==> src/rtl/bus_arb_pkg.sv <==
// Shared definitions for the two-master system bus arbiter: state encoding and
// default geometry of the 16 MB word-addressed bus.
package bus_arb_pkg;

  typedef enum logic [1:0] {
    IDLE = 2'd0,
    GNT0 = 2'd1,
    GNT1 = 2'd2
  } arb_state_t;

  localparam int AW_DEFAULT      = 22;   // word address, bus_addr[23:2]
  localparam int DW_DEFAULT      = 32;
  localparam int TIMEOUT_DEFAULT = 255;

endpackage

==> src/rtl/bus_arb_rr.sv <==
// Two-input round-robin picker: on a tie the master that was not granted last wins.
// Purely combinational so it can be chained or widened for more masters later.
module bus_arb_rr
  import bus_arb_pkg::*;
(
  input  logic [1:0] req,
  input  logic       last,
  output logic [1:0] gnt
);

  always_comb begin
    gnt    = 2'b00;
    gnt[0] = req[0] & (~req[1] | last);
    gnt[1] = req[1] & (~req[0] | ~last);
  end

endmodule

==> src/rtl/bus_arb.sv <==
// Two-master round-robin bus arbiter; grant is held for one whole transaction.
// Optional BUS_TIMEOUT_EN adds a watchdog that force-completes unacknowledged accesses.
module bus_arb
  import bus_arb_pkg::*;
#(
  parameter int AW      = AW_DEFAULT,
  parameter int DW      = DW_DEFAULT,
  parameter int TIMEOUT = TIMEOUT_DEFAULT
) (
  input  logic          clk,
  input  logic          rst_n,
  input  logic          m0_stb,
  input  logic          m0_we,
  input  logic [AW-1:0] m0_addr,
  input  logic [DW-1:0] m0_dout,
  output logic [DW-1:0] m0_din,
  output logic          m0_ack,
  input  logic          m1_stb,
  input  logic          m1_we,
  input  logic [AW-1:0] m1_addr,
  input  logic [DW-1:0] m1_dout,
  output logic [DW-1:0] m1_din,
  output logic          m1_ack,
  output logic          bus_stb,
  output logic          bus_we,
  output logic [AW-1:0] bus_addr,
  output logic [DW-1:0] bus_dout,
  input  logic [DW-1:0] bus_din,
  input  logic          bus_ack,
  output logic          bus_err
);

  if (TIMEOUT < 2 || TIMEOUT > 65535) begin : g_bad_timeout
    $error("bus_arb: TIMEOUT must be within 2..65535");
  end

  arb_state_t state_reg, state_next;
  logic       last_reg, last_next;
  logic [1:0] gnt;

  bus_arb_rr u_rr (
    .req  ({m1_stb, m0_stb}),
    .last (last_reg),
    .gnt  (gnt)
  );

`ifdef BUS_TIMEOUT_EN
  localparam logic [15:0] TMO_LAST = 16'(TIMEOUT - 1);
  logic [15:0] tmo_cnt_reg, tmo_cnt_next;
  logic        tmo_hit;

  assign tmo_hit = (tmo_cnt_reg == TMO_LAST);
`endif

  always_ff @(posedge clk or negedge rst_n) begin
    if (!rst_n) begin
      state_reg <= IDLE;
      last_reg  <= 1'b1;
    end else begin
      state_reg <= state_next;
      last_reg  <= last_next;
    end
  end

`ifdef BUS_TIMEOUT_EN
  always_ff @(posedge clk or negedge rst_n) begin
    if (!rst_n) tmo_cnt_reg <= '0;
    else        tmo_cnt_reg <= tmo_cnt_next;
  end
`endif

  // Bus side and routing are combinational from the state so reset kills them at once.
  always_comb begin
    state_next = state_reg;
    last_next  = last_reg;
    bus_stb    = 1'b0;
    bus_we     = 1'b0;
    bus_addr   = '0;
    bus_dout   = '0;
    m0_din     = '0;
    m0_ack     = 1'b0;
    m1_din     = '0;
    m1_ack     = 1'b0;
    bus_err    = 1'b0;

    case (state_reg)
      IDLE: begin
        if (gnt[0]) begin
          state_next = GNT0;
          last_next  = 1'b0;
        end else if (gnt[1]) begin
          state_next = GNT1;
          last_next  = 1'b1;
        end
      end

      GNT0: begin
        bus_stb  = m0_stb;
        bus_we   = m0_we;
        bus_addr = m0_addr;
        bus_dout = m0_dout;
        m0_din   = bus_din;
        m0_ack   = bus_ack;
        if (bus_ack || !m0_stb) begin
          state_next = IDLE;
        end
`ifdef BUS_TIMEOUT_EN
        else if (tmo_hit) begin
          m0_din     = '0;
          m0_ack     = 1'b1;
          bus_err    = 1'b1;
          state_next = IDLE;
        end
`endif
      end

      GNT1: begin
        bus_stb  = m1_stb;
        bus_we   = m1_we;
        bus_addr = m1_addr;
        bus_dout = m1_dout;
        m1_din   = bus_din;
        m1_ack   = bus_ack;
        if (bus_ack || !m1_stb) begin
          state_next = IDLE;
        end
`ifdef BUS_TIMEOUT_EN
        else if (tmo_hit) begin
          m1_din     = '0;
          m1_ack     = 1'b1;
          bus_err    = 1'b1;
          state_next = IDLE;
        end
`endif
      end

      default: state_next = IDLE;
    endcase
  end

`ifdef BUS_TIMEOUT_EN
  // Counts granted cycles; zero on the first cycle of every grant.
  always_comb begin
    tmo_cnt_next = '0;
    if (state_reg != IDLE && state_next != IDLE) begin
      tmo_cnt_next = tmo_cnt_reg + 16'd1;
    end
  end
`endif

endmodule

==> config.mk <==
export PLATFORM = sky130hd
export DESIGN_NAME = bus_arb
export DESIGN_NICKNAME = d
export VERILOG_FILES = /design/src/rtl/bus_arb_pkg.sv /design/src/rtl/bus_arb_rr.sv /design/src/rtl/bus_arb.sv
export SDC_FILE = /design/constraint.sdc
export NUM_CORES = 1
export LEC_CHECK = 0
export CAP_MARGIN = 20
export CORE_AREA = 4 4 101 103
export CTS_BUF_LIST = sky130_fd_sc_hd__clkbuf_4 sky130_fd_sc_hd__clkbuf_8
export DETAILED_ROUTE_END_ITERATION = 6
export DIE_AREA = 0 0 105 107
export DONT_BUFFER_PORTS = 1
export GPL_TIMING_DRIVEN = 0
export PLACE_DENSITY = 0.37
export SLEW_MARGIN = 40
export SYNTH_ARGS = -nofsm -noshare
export SYNTH_HDL_FRONTEND = slang
export SYNTH_SLANG_ARGS = --single-unit
==> constraint.sdc <==
create_clock -name clk -period 4.1 [get_ports clk]
set_clock_uncertainty 0.1 [all_clocks]
set_input_delay 0.41 -clock clk [delete_from_list [all_inputs] [get_ports clk]]
set_output_delay 0.41 -clock clk [all_outputs]
set_load 0.1 [all_outputs]
Word-level counts from Yosys, hierarchy flattened
Index checks and enable logic that the tools add are counted.

Bits in registers: 3. Bits in latches: 0. RAM bits: 0. Bits in read-only memories: 0. Bits of input ports: 147. Output and inout bits: 123. Word-level logic and storage cells: 37. Memories: 0.

Add/sub/neg operators: 0. Multipliers: 0. Div/mod/pow operators: 0. Order comparisons: 0. Eq/ne operators: 5. Shift operators: 0. Mux-type cells: 15. Bitwise logic cells: 7. Reductions and logical operators: 8.

Operator list (number): 32-bit two-way mux (2); 32-bit case mux with 2 select lines (1); 22-bit case mux with 2 select lines (1); 2-bit two-way mux (4); 2-bit case mux with 3 select lines (1); 1-bit two-way mux (4); 2-bit != test, second input constant (2); 1-bit case mux with 2 select lines (2); 3-bit != test, second input constant (1); 1-bit NOT (3); 3-bit AND reduction (1); 1-bit bitwise AND (2); 2-bit by 1-bit == test with 1-bit output, second input constant (1); 2-bit == test, second input constant (1); 1-bit logical NOT (2); 2-bit logical NOT (1); 1-bit logical OR (2); 1-bit OR (2); 2-bit AND reduction (1); 2-bit nonzero test (1).

Logic depth before layout (Yosys ltp)
Gate-level depths: netlist of run 1.

Depth after elaboration: 6. Depth in mapped cells: 6. Mapped depth without buffers: 5.

By module
From an unflattened synthesis of run 1, not the netlist that was laid out.

Cell total of the unflattened synthesis: 226. Area total of the unflattened synthesis: 1535.2 um2.

Modules (own cells, without submodules): bus_arb (instances 1, cells an instance 223, area an instance 1516.5 um2, seq. area each 76.3 um2); bus_arb_rr (instances 1, cells an instance 3, area an instance 18.8 um2, seq. area each 0.0 um2).

Worst setup path after synthesis of run 1
OpenSTA, ideal clock, no wires.

Path type: reg2out. Start point: reg state_reg[0]. End point: out bus_addr[0]. Data arrival time: 2.421 ns. Data required time: 3.590 ns. Path slack: 1.169 ns. Cell stages (with the launch flop): 6. Buffers on the path: 2. Cell sequence: dfrtp_1 > inv_1 > ha_1 > clkbuf_2 > clkbuf_1 > nor2b_1.

Word-level cells in the longest chain between the ends: 2. Elaborated cells on any way between the ends: 3. Those cells by class: 2 x eq/ne; 1 x mux.

RTL lines: start, declared (line bus_arb.sv:37) `arb_state_t state_reg, state_next;`; start signal, assigned (line bus_arb.sv:60) `state_reg <= state_next;`; 2-bit == test / 2-bit by 1-bit == test with 1-bit output (equally long branches) (line bus_arb.sv:86) `case (state_reg)`; 22-bit case mux with 2 select lines * (line bus_arb.sv:86); end, declared (line bus_arb.sv:26) `output logic [AW-1:0] bus_addr,`.

Every way passes the cells marked *; elsewhere a longest branch is shown, timed or not.

Worst setup path in the final report of run 1
Start point: reg state_reg[0]. End point: out bus_addr[19].

Same word-level chain as after synthesis.

==> flow_summary_export.csv, run 1 <==
group,metric,value,unit
setup_path,cp_bufs_invs,3,
placed_design,io_buffer_count,0,
drt,detail_route.wl_per_cell,21.4,µm
placed_design,preCtsSetupSlack,1390,ps
cells_and_area,drive_above_1_share,63.8,%
cells_and_area,final_common_cell,"and2_2",
cts,cts_setup_buffers,0,
floorplanning,row_count,35,
drt,viasPerCell,5.10,
grt,global_route.overflow_total,0,
cts,clkLatencyLatePin,220,ps
grt,wire_length_of_the_first_global_routing_pass,10400,µm
worst_hold_path,worst_hold_path_type,"in -> reg",
floorplanning,core_area,0.00920,mm²
timing,timing_max_transition_violations_final,0,
setup_path,crit_path_max_incr_delay,670,ps
logic_synthesis,synth.yosys.seq_area_share,5.03,%
timing,timing.final.crit_period,2890,ps
setup_path,critPathCaptureType,"output port",
drt,num_vias,1751,
logic_synthesis,post_synth_num_cell_types,19,
timing,max-slew-margin-rel,56.6,%
floorplanning,io_pins,270,
logic_synthesis,synthesis.yosys.warnings,0,
cts,cts_tree,"yes",
cts,cts-htree-levels,1,
drt,first_iter_violations,129,
setup_path,biggest_fanout_along_the_worst_timing_path,10,
run,maxCapViolations,0,
setup_path,worst_ep_arrival_time,2380,ps
grt,maximum_number_of_pins_on_one_net_before_global_route_repair,11,
cts,clkSinkCount,3,
floorplanning,fp.dieH,107,µm
timing,tns,0,ps
setup_path,critical_path.startpoint_type,"register",
logic_synthesis,top_area_cell_type_share_of_the_netlist_area,27.2,%
cts,cts_root_cell,"clkbuf_8",
logic_synthesis,synth_top_area_cell,"a22oi_1",
placed_design,gpl.final_weighted_congestion,0.700,
grt,grt_use_total,11.2,%
setup_path,cp_max_delay_cell,"nor2b_4",
logic_synthesis,syn_area_per_cell,6.69,µm²
timing,rsz0062_at_grt,"no",
logic_synthesis,syn-cell-area,0.00152,mm²
cts,clk_path_buf_depth,2,
floorplanning,floorplan.initialDensity,16.5,%
drt,drc_viols,0,
logic_synthesis,synth.ff_latch_count,3,
grt,antenna_violations_before_repair,0,
logic_synthesis,syn-num-nets,377,
status,run_status,"finished clean",
placed_design,dp_hpwl,6200,µm
cells_and_area,largest_reg_flops,2,
cells_and_area,design.final.nets,383,
timing,setup_viol,0,
cells_and_area,count_of_antenna_diodes_in_the_layout,0,
setup_path,path_delay_family,"buffers and inverters",
cells_and_area,layoutNonFillerInstCount,343,
grt,first_global_vias,1768,
placed_design,numPlacedInstances,338,
floorplanning,dieArea,0.0112,mm²
cells_and_area,top_library_cells_by_usage_in_the_layout_fill_and_taps_aside,"66 x and2_2, 56 x nor2b_4, 55 x a22oi_1, 12 x buf_2, 7 x clkbuf_1",
timing,fmax,0.346,GHz
setup_path,setup.worst_path.class,"reg -> out",
setup_path,worstPathRequired,3590,ps
cells_and_area,area_delta_synth_final,46.2,%
setup_path,cells_along_the_critical_path,"inv_1 -> ha_1 -> clkbuf_2 -> clkbuf_1 -> nor2b_4",
drt,postRouteWirelength,7330,µm
floorplanning,die_w,105,µm
logic_synthesis,netlist_instances,227,
drt,antenna_violating_nets_post_route,0,
cts,cts_inserted_buffers,3,
timing,setup_slack,1210,ps
timing,final_hold_viol_count,0,
cells_and_area,layout.filler_cells,989,
drt,drtPass1Iterations,4,
logic_synthesis,synth.area.top_cells,"a22oi_1 27%, and2_1 27%, nor2b_1 23%",
cts,clk_pin_slew,30,ps
timing,timing_worst_slew_pin_value,649,ps
timing,final.period_utilization,70.4,%
routing by layer:
layer  routed length [µm]  up-vias  global-route usage, %
li1                     -      785                      -
met3                  667        0                   2.77
met2                 3990      124                   20.9
met4                    0        0                  0.843
met1                 2680      842                   13.6
met5                    0        -                      0
per-stage QoR:
step,util [%],hold WS [ps],instance area (µm²)
6_report,24.1,223,2220
3_3_place_gp,18.0,14.6,1660
3_5_place_dp,23.5,14.6,2160
2_1_floorplan,-,14.4,1520
4_1_cts,24.1,220,2220
5_1_grt,24.1,237,2220
layout make-up:
| class | count | area, µm² | area share [%] |
|---|---|---|---|
| multi-input combinational | 193 | 1800 | 80.9 |
| sequential | 3 | 76.3 | 3.44 |
| inverter | 4 | 15.0 | 0.677 |
| timing repair buffer | 1 | 10.0 | 0.451 |
| tap | 111 | 139 | 6.26 |
| buffer | 27 | 134 | 6.03 |
| clock buffer | 4 | 48.8 | 2.20 |
cell usage after synthesis:
cell type,count
nor2b_1,56
a21oi_1,2
and2_1,66
ha_1,3
a22oi_1,55
inv_1,4
nand2_1,3
clkbuf_2,5
dfstp_2,1
a22oi_2,1
conb_1,1
buf_2,12
or2_1,1
o21ai_0,1
o22ai_1,2
dfrtp_1,2
a22o_1,2
clkbuf_1,7
buf_4,3
timing repair:
| item | CTS | global route |
|---|---|---|
| hold endpoints to repair | 3 | 0 |
| gates resized for setup | 0 | 0 |
| hold buffers | 1 | 0 |
logic make-up after synthesis:
family / after synthesis / synth area share (%)
AND/OR/NAND/NOR: 126 / 51.4
AO/OA/AOI/OAI: 63 / 31.0
buffers and inverters: 31 / 9.81
adder cells (fa/ha/maj): 3 / 2.47
flip-flops: 3 / 5.03
other: 1 / 0.247
final timing paths:
kind                                     startpoint                  endpoint  slack, ps  cells past startpoint
setup / recovery           state_reg[0]$_DFFE_PN0P_              bus_addr[19]       1210                      5
hold / removal                               m1_stb      last_reg$_DFFE_PN1P_        220                      2
setup reg to reg           state_reg[0]$_DFFE_PN0P_  state_reg[1]$_DFFE_PN0P_       2460                      6
hold reg to reg                last_reg$_DFFE_PN1P_      last_reg$_DFFE_PN1P_        390                      2
max in group asynchronous                     rst_n      last_reg$_DFFE_PN1P_       3330                      1
min in group asynchronous                     rst_n  state_reg[1]$_DFFE_PN0P_        350                      1
Power of run 1 is left out: the tool's default activity adds up to more than one toggle a clock period on the data nets, which glitch-free logic cannot reach.
==> run 2, diff against run 1 <==
--- a/config.mk
+++ b/config.mk
@@ -12,7 +12,7 @@
 export DIE_AREA = 0 0 105 107
 export DONT_BUFFER_PORTS = 1
 export GPL_TIMING_DRIVEN = 0
-export PLACE_DENSITY = 0.37
+export PLACE_DENSITY = 0.38
 export SLEW_MARGIN = 40
 export SYNTH_ARGS = -nofsm -noshare
 export SYNTH_HDL_FRONTEND = slang
==> constraint.sdc (replaced) <==
create_clock -name clk -period 2.45 [get_ports clk]
set_clock_uncertainty 0.1 [all_clocks]
set_input_delay 0.245 -clock clk [delete_from_list [all_inputs] [get_ports clk]]
set_output_delay 0.245 -clock clk [all_outputs]
set_load 0.1 [all_outputs]
==> run 2 against run 1 <==
  * Sequential share of layout area fell by 0.074 points
  * Register-to-register slack worse by 1700 ps
  * First-iteration DRC count fell by 16%
  * Global-route usage increased by 0.23 points
  * Largest cell class unchanged
  * Cell area grew 2.2%
  * Wire length rose by 2.9%
  * Count of clock-buffer cells in the layout unchanged
  * Hold slack got worse by 150 ps
  * Final cell count is the same
==> flow_summary_export.csv, run 2 (synthesis gave the netlist of run 1 again) <==
group,metric,value,unit
floorplanning,die_w,105,µm
grt,wire_length_of_the_first_global_routing_pass,10500,µm
timing,timing_worst_slew_pin_value,625,ps
grt,first_global_vias,1713,
floorplanning,core_area,0.00920,mm²
cts,clk_pin_slew,30,ps
drt,length_of_routed_met2_wiring,3960,µm
cts,clkLatencyLatePin,220,ps
drt,postRouteWirelength,7540,µm
cells_and_area,largest_reg_flops,2,
cts,clkSinkCount,3,
setup_path,biggest_fanout_along_the_worst_timing_path,10,
run,maxCapViolations,0,
status,run_status,"finished clean",
placed_design,gpl.final_weighted_congestion,0.695,
floorplanning,io_pins,270,
floorplanning,row_count,35,
cells_and_area,top_library_cells_by_usage_in_the_layout_fill_and_taps_aside,"57 x and2_2, 56 x nor2b_4, 55 x a22oi_1, 9 x and2_4, 8 x clkbuf_4",
worst_hold_path,worst_hold_path_type,"in -> reg",
placed_design,dp_hpwl,6410,µm
cells_and_area,count_of_antenna_diodes_in_the_layout,0,
cts,cts_inserted_buffers,3,
setup_path,ff2ff_setup_slack,790,ps
grt,grt_use_total,11.5,%
timing,tns,0,ps
drt,drtPass1Iterations,4,
cts,cts_root_cell,"clkbuf_8",
setup_path,critical_path.startpoint_type,"register",
worst_hold_path,hold_end,"last_reg$_DFFE_PN1P_",
worst_hold_path,timing.hold.worst.start,"m1_stb",
drt,detail_route.wl_per_cell,22.0,µm
floorplanning,fp.dieH,107,µm
timing,final_hold_viol_count,0,
drt,viasPerCell,5.20,
timing,final.period_utilization,97.2,%
grt,antenna_violations_before_repair,0,
drt,num_vias,1784,
drt,detail_route.wirelength.met1,3000,µm
timing,setup_viol,0,
timing,timing.final.crit_period,2380,ps
drt,first_iter_violations,109,
drt,drc_viols,0,
timing,timing_max_transition_violations_final,0,
drt,top_routing_layer_in_use,"met3",
grt,global_route.overflow_total,0,
floorplanning,dieArea,0.0112,mm²
cts,cts-htree-levels,1,
drt,met3RoutedLength,583,µm
cts,cts_setup_buffers,0,
setup_path,worstPathRequired,2110,ps
cells_and_area,area_delta_synth_final,49.4,%
setup_path,reg2reg_from,"state_reg[0]$_DFFE_PN0P_",
timing,max-slew-margin-rel,58.2,%
setup_path,worst_ep_arrival_time,2040,ps
setup_path,timing.rr.end,"state_reg[1]$_DFFE_PN0P_",
cts,clk_path_buf_depth,2,
grt,maximum_number_of_pins_on_one_net_before_global_route_repair,11,
setup_path,setup.worst_path.class,"reg -> out",
drt,antenna_violating_nets_post_route,0,
placed_design,io_buffer_count,0,
cells_and_area,drive_above_1_share,65.9,%
cells_and_area,final_common_cell,"and2_2",
cells_and_area,design.final.nets,383,
timing,rsz0062_at_grt,"yes",
timing,fmax,0.420,GHz
worst_hold_path,worst_hold_path.num_cells,2,
setup_path,reg2reg_depth,6,
cts,cts_tree,"yes",
setup_path,critPathCaptureType,"output port",
floorplanning,floorplan.initialDensity,16.5,%
[run 2: layout make-up]
type	count	area [µm²]
multi-input combinational	193	1810
timing repair buffer	1	10.0
sequential	3	76.3
tap	111	139
fill	1007	6930
inverter	4	15.0
clock buffer	4	48.8
buffer	27	171
[run 2: how the worst max path moves through the flow]
stage | from | to | depth (start not counted)
final | state_reg[0]$_DFFE_PN0P_ | m1_din[20] | 6
after CTS | state_reg[1]$_DFFE_PN0P_ | bus_dout[18] | 5
after floorplan | state_reg[0]$_DFFE_PN0P_ | bus_addr[0] | 5
after global routing | state_reg[0]$_DFFE_PN0P_ | m1_din[20] | 6
after global placement | state_reg[0]$_DFFE_PN0P_ | bus_stb | 5
after detailed placement | state_reg[0]$_DFFE_PN0P_ | bus_dout[4] | 5
[run 2: layer usage]
layer,global-route usage (%),vias to the layer above
li1,-,784
met1,15.4,871
met2,19.8,129
met3,2.65,0
met4,0,0
met5,0,-
[run 2: critical path, stage by stage (launching register included)]
cell	delay (ps)
dfrtp_1	390
inv_1	90
ha_1	140
buf_4	180
buf_2	260
clkbuf_2	240
and2_2	510
[run 2: per-stage QoR]
step | worst slack, ps | util [%] | instance area [µm²] | hold slack (ps) | cells
2_1_floorplan | 205 | - | 1660 | -151 | 227
3_3_place_gp | -322 | 19.5 | 1800 | -150 | 338
3_5_place_dp | -128 | 23.5 | 2160 | -150 | 338
4_1_cts | -0.432 | 24.3 | 2240 | 73.2 | 343
5_1_grt | -48.8 | 24.7 | 2270 | 134 | 343
6_report | 68.1 | 24.7 | 2270 | 76.1 | 343
[run 2: timing repair]
| action | in CTS | in global routing |
|---|---|---|
| setup endpoints to repair | 40 | 92 |
| hold endpoints to repair | 3 | 0 |
| hold buffers | 1 | 0 |
| resized for setup | 8 | 22 |
Power of run 2 is left out for the same reason.
